`src/rtl/cacheline_adapter.sv`:
```
// cacheline_adapter: bridges 256-bit cache line reads/writes to four 64-bit memory bursts.
// Ports:
//   clk, rst              clock and asynchronous active-high reset
//   line_i / line_o       write line from cache / assembled read line to cache
//   address_i             cache line address
//   read_i / write_i      cache requests, held until resp_o
//   resp_o                one-cycle completion pulse to the cache
//   burst_i / burst_o     memory read beat / memory write beat
//   address_o             line-aligned memory address
//   read_o / write_o      memory requests
//   resp_i                memory beat acknowledge
module cacheline_adapter (
    input  logic         clk,
    input  logic         rst,
    input  logic [255:0] line_i,
    output logic [255:0] line_o,
    input  logic [31:0]  address_i,
    input  logic         read_i,
    input  logic         write_i,
    output logic         resp_o,
    input  logic [63:0]  burst_i,
    output logic [63:0]  burst_o,
    output logic [31:0]  address_o,
    output logic         read_o,
    output logic         write_o,
    input  logic         resp_i
);
    typedef enum logic [1:0] {IDLE, READ, WRITE, DONE} state_t;
    state_t       state;
    logic [1:0]   k;
    logic [31:0]  addr;
    logic [255:0] line;
    assign address_o = {addr[31:5], 5'b0};
    assign burst_o   = (state == WRITE) ? line[{k, 6'd0} +: 64] : 64'd0;
    always_ff @(posedge clk or posedge rst) begin
        if (rst) begin
            state   <= IDLE;
            k       <= 2'd0;
            addr    <= 32'd0;
            line    <= 256'd0;
            line_o  <= 256'd0;
            read_o  <= 1'b0;
            write_o <= 1'b0;
            resp_o  <= 1'b0;
        end else begin
            case (state)
                IDLE: begin
                    k <= 2'd0;
                    if (read_i) begin
                        state  <= READ;
                        read_o <= 1'b1;
                        addr   <= address_i;
                    end else if (write_i) begin
                        state   <= WRITE;
                        write_o <= 1'b1;
                        addr    <= address_i;
                        line    <= line_i;
                    end
                end
                READ: begin
                    if (resp_i) begin
                        line_o[{k, 6'd0} +: 64] <= burst_i;
                        // k wraps 3 -> 0 naturally on the final beat
                        k <= k + 2'd1;
                        if (k == 2'd3) begin
                            state  <= DONE;
                            read_o <= 1'b0;
                            resp_o <= 1'b1;
                        end
                    end
                end
                WRITE: begin
                    if (resp_i) begin
                        k <= k + 2'd1;
                        if (k == 2'd3) begin
                            state   <= DONE;
                            write_o <= 1'b0;
                            resp_o  <= 1'b1;
                        end
                    end
                end
                default: begin
                    state  <= IDLE;
                    resp_o <= 1'b0;
                end
            endcase
        end
    end
endmodule

```
`config.mk`:
```
export PLATFORM = sky130hd
export DESIGN_NAME = cacheline_adapter
export DESIGN_NICKNAME = d
export VERILOG_FILES = /design/src/rtl/cacheline_adapter.sv
export SDC_FILE = /design/constraint.sdc
export NUM_CORES = 1
export LEC_CHECK = 0
export ABC_CLOCK_PERIOD_IN_PS = 27100
export CORE_AREA = 3 3 277 279
export CTS_BUF_LIST = sky130_fd_sc_hd__clkbuf_4 sky130_fd_sc_hd__clkbuf_8
export CTS_CLUSTER_SIZE = 20
export DETAILED_ROUTE_END_ITERATION = 10
export DIE_AREA = 0 0 280 282
export GPL_TIMING_DRIVEN = 0
export PLACE_DENSITY = 0.54
export REMOVE_ABC_BUFFERS = 1
export SLEW_MARGIN = 20
export SYNTH_ARGS = -nofsm -noshare
export SYNTH_HDL_FRONTEND = slang
export SYNTH_SLANG_ARGS = --single-unit
```
`constraint.sdc`:
```
create_clock -name clk -period 27.1 [get_ports clk]
set_input_delay 5.42 -clock clk [delete_from_list [all_inputs] [get_ports clk]]
set_output_delay 5.42 -clock clk [all_outputs]
set_load 0.01 [all_outputs]
```
==> reports/results.txt <==
In this design, the stage delay of the slowest critical-path cell is 0.72 ns. Counting along the longest clock path gives a buffer depth of 3. The total vias in the final route came out at 15,805.

The synthesis-stage register bit count came out at 546. By count the netlist is led by sky130_fd_sc_hd__dfrtp_1, sky130_fd_sc_hd__mux2_2, sky130_fd_sc_hd__a22o_1, sky130_fd_sc_hd__nand2_1. The setup slack at placement is 18.22 ns, and the number of top-level pins is 712. The layout has 6,749 filler cells. For this configuration, the core starts out at a cell density of 29.9%. The worst setup path is of the flip-flop to output pin kind.

Routability-driven placement finished with a final weighted congestion of 0.794. The number of maximum-capacitance constraint violations was 0. Among cell families on the critical path, the largest total delay comes from buffers and inverters.

In the final routed layout, each cell accounts on average for 23.3 µm. For the largest net degree at the start of global routing, the log shows 90. The launching point of the worst reg2reg path was k[0]$_DFFE_PP0P_.

The count of hold buffers inserted by post-cts repair was 0. The post-synthesis instance area was 22,200 µm²; the worst voltage drop across the vdd grid was 0.0412 mV. The area overhead of the layout relative to synthesis was 48.5%; the global-route wire length before repair was 114,000 µm. The tools report the gate count after technology mapping as 1,509. The tree is rooted in a sky130_fd_sc_hd__clkbuf_8. The yosys synthesis warning count was 0.

Internal power comes to 2.31 mW. The first element of the critical path is k[0]$_DFFE_PP0P_. Power spread over the standard cell area amounts to 99.6 nW/µm². The first detailed-routing pass ran for 5 iterations. For this run, design rule violations remaining after detail routing come to 0. TritonCTS built the clock tree.

Traced cell by cell, the critical path runs through buf_16 -> buf_16 -> mux4_2 -> and2_1 -> clkdlybuf4s50_1. Setup violations remaining at the end of the flow were counted as 0. The mean instance size in the synthesized netlist was 14.7 µm²; the area of the placeable core was 74,400 µm².

After detailed routing, the total wire length is 77,100 µm. Headroom to the max-slew limit came out at 39.0%. The die covers 79,000 µm². After synthesis, flip-flops and latches occupy 61.5% of the total area.

The tools report the final-report max-slew violation count as 0. In this design, the critical path's most frequently occurring cell is sky130_fd_sc_hd__buf_16. Number of antenna violations at the first check in global routing: 15.

The number of flops mapped to enable cells by yosys came out at 0. After clock tree synthesis, the repair step resized 0 gates. The count of nets left with antenna violations once routing finished came out at 0.

The clock input transition at the sequential cells of the worst setup and hold paths is 0.06 ns, and the total routing usage reported by global routing is 19.1%. Across the routed clock network, the largest skew measured is 0.0439 ns. The run gives 0 as the count of final hold-check violations.

By area the synthesized netlist is led by sky130_fd_sc_hd__dfrtp_1, sky130_fd_sc_hd__mux2_2, sky130_fd_sc_hd__a22o_1. In this run the most critical hold path is launched from line_o[195]$_DFFE_PP0P_. The worst path needs 8.71 ns of the cycle, external delays included. The wire-length estimate of the detail-placed layout is 56,900 µm.

The total overflow left after global routing is 0. Of the available clock period, the critical path in the final layout requires 32.1%. Of the post-synthesis cell area, the dominant cell type holds 61.5%.

Setup repair after global routing left no endpoint under its margin. The layer flagged by global routing as most heavily used is met2. The switching share of power is 29.9%.

The logs give 18.39 ns for the setup slack of the critical path after layout and 8.76% for the fraction of met3 tracks used by global routing. Site row count: 100. For met2 alone, demand over resource in global routing was 30.6%. The first routing iteration left 652 violations. The y dimension of the die is 282 µm, and the number of global-route vias before repair is 17,280. For the worst setup path, the data required time is 21.68 ns.

For this design the total switching power over the nets is 982 µW. Measured along the x axis, the die boundary spans 280 µm. The logs give 36 for the post-synthesis cell type count and 0.68 ns for the insertion delay to the later sink of the worst-skew pair.

The most common cell in the synthesized netlist is sky130_fd_sc_hd__dfrtp_1. Most used flip-flop cell after synthesis: sky130_fd_sc_hd__dfrtp_1. The H-tree level count was 3; the number of I/O port buffers was 701. Combinational cells account for 36.0% of the total power.

The number of clock buffers inserted by TritonCTS is 97. The cell with the largest stage delay on the worst path is sky130_fd_sc_hd__dfrtp_4. The run gives 0 as the setup fix buffers added after clock tree synthesis. In this run the static leakage power is 14.0 nW.

Along the worst path, the maximum fanout reaches 30. The count of buffering cells on the critical path with inverters included was 3; the maximum clock frequency was 0.115 GHz. Slew at the pin closest to its max-slew limit: 0.912 ns. Global-route track usage on met1: 23.3%. The endpoint kind of the worst setup timing path was an output pin. Sequential cells account for 39.0% of the total power.

The number of nets in the layout is 2,625, and the layout cell share with drive strength beyond 1 is 25.8%. Kind of launch point of the worst setup path: a flip-flop. The tightest min-delay check is of the flip-flop to flip-flop type. The worst path arrival time is 3.29 ns, and the clock sink count is 546. The run finished with clean final reports.

The synthesized design spends more area on one cell type than any other, namely sky130_fd_sc_hd__dfrtp_1. Power comes to 3.29 mW. Dividing the detail-routed via count by the number of cells gives 4.78. After synthesis, the share of flip-flops with an asynchronous set or reset is 100%. Proportion of power drawn by the clock network: 25.1%.
## path summary, 6_finish.rpt
kind,cells after the start,slack (ns),endpoint
min in group asynchronous,2,5.16,line[111]$_DFFE_PP0P_
max in group asynchronous,6,20.03,line_o[225]$_DFFE_PP0P_
worst max-delay path,5,18.39,burst_o[6]
worst min register to register,2,0.48,line_o[195]$_DFFE_PP0P_
worst max register to register,9,23.05,line_o[42]$_DFFE_PP0P_
worst min-delay path,2,0.48,line_o[195]$_DFFE_PP0P_
## through the flow
stage / TNS (ns) / hold slack (ns) / area, µm² / std cells / util (%)
2_1_floorplan: 0 / 0.474 / 21600 / 1393 / -
3_3_place_gp: -91.71 / 0.463 / 29900 / 3063 / 40.1
3_5_place_dp: 0 / 0.469 / 30900 / 3127 / 41.5
4_1_cts: 0 / 0.481 / 33000 / 3301 / 44.3
5_1_grt: 0 / 0.504 / 33000 / 3302 / 44.3
6_report: 0 / 0.478 / 33000 / 3306 / 44.3
## power by group through the flow
stage / Clock, mW / Sequential, mW / Combinational, mW
2_1_floorplan: 0 / 1.31 / 0.635
3_3_place_gp: 0 / 1.32 / 1.20
3_5_place_dp: 0 / 1.29 / 1.20
4_1_cts: 0.853 / 1.28 / 1.21
5_1_grt: 0.888 / 1.32 / 1.27
6_report: 0.824 / 1.28 / 1.18
## metal layers
layer,part of all wire (%),wire [µm],vias to the layer above
met5,0.18,138,-
met4,2.3,1790,20
met3,11,8380,121
met2,47,36100,622
met1,40,30700,8047
li1,-,-,6995
## state kept, by name, indices dropped and copies added, names as in the netlist
| name | cells |
|---|---|
| write_o | 1 |
| read_o | 1 |
| line | 256 |
| addr | 27 |
| state | 2 |
| k | 2 |
| line_o | 256 |
| resp_o | 1 |
## cell usage in the layout, fill, tap and decap left out, types with 2 or more instances in the layout
cell type / n
sky130_fd_sc_hd__buf_16: 15
sky130_fd_sc_hd__conb_1: 5
sky130_fd_sc_hd__o21ai_1: 10
sky130_fd_sc_hd__bufinv_16: 3
sky130_fd_sc_hd__nand2_1: 125
sky130_fd_sc_hd__clkbuf_4: 28
sky130_fd_sc_hd__buf_6: 14
sky130_fd_sc_hd__ha_1: 10
sky130_fd_sc_hd__buf_2: 7
sky130_fd_sc_hd__nor4_4: 2
sky130_fd_sc_hd__diode_2: 5
sky130_fd_sc_hd__buf_4: 14
sky130_fd_sc_hd__dfrtp_1: 544
sky130_fd_sc_hd__clkdlybuf4s50_1: 701
sky130_fd_sc_hd__nand3_4: 4
sky130_fd_sc_hd__inv_1: 7
sky130_fd_sc_hd__a21oi_1: 3
sky130_fd_sc_hd__clkbuf_8: 121
sky130_fd_sc_hd__buf_8: 13
sky130_fd_sc_hd__clkinv_2: 17
sky130_fd_sc_hd__inv_8: 5
sky130_fd_sc_hd__and2_1: 64
sky130_fd_sc_hd__dfrtp_4: 2
sky130_fd_sc_hd__o21ai_0: 51
sky130_fd_sc_hd__a22o_1: 196
sky130_fd_sc_hd__mux4_2: 64
sky130_fd_sc_hd__mux2_2: 286
## cells by family after synthesis
| family | after synthesis | share of synthesized area (%) |
|---|---|---|
| AOI/OAI and AO/OA | 268 | 9.45 |
| buffers and inverters | 128 | 2.90 |
| and+or+nand+nor | 204 | 4.51 |
| adders and majority gates | 11 | 0.619 |
| muxes | 351 | 21.0 |
| DFF | 546 | 61.5 |
| other | 1 | 0.0169 |
## tightest hold or removal path: stages, from the launching register on
cell and delay, ns:
sky130_fd_sc_hd__dfrtp_1 0.34, sky130_fd_sc_hd__nand2_1 0.05, sky130_fd_sc_hd__o21ai_0 0.06
## area by class of cell
| class | instances | area, µm² | share of cell area [%] |
|---|---|---|---|
| timing repair buffer | 765 | 7940 | 24.1 |
| multi-input combinational | 839 | 8020 | 24.3 |
| clock buffer | 149 | 1880 | 5.68 |
| clock inverter | 25 | 228 | 0.690 |
| tap | 969 | 1210 | 3.67 |
| inverter | 8 | 37.5 | 0.114 |
| antenna | 5 | 12.5 | 0.0379 |
| sequential | 546 | 13700 | 41.4 |
Power figures use the tool's default switching activity.
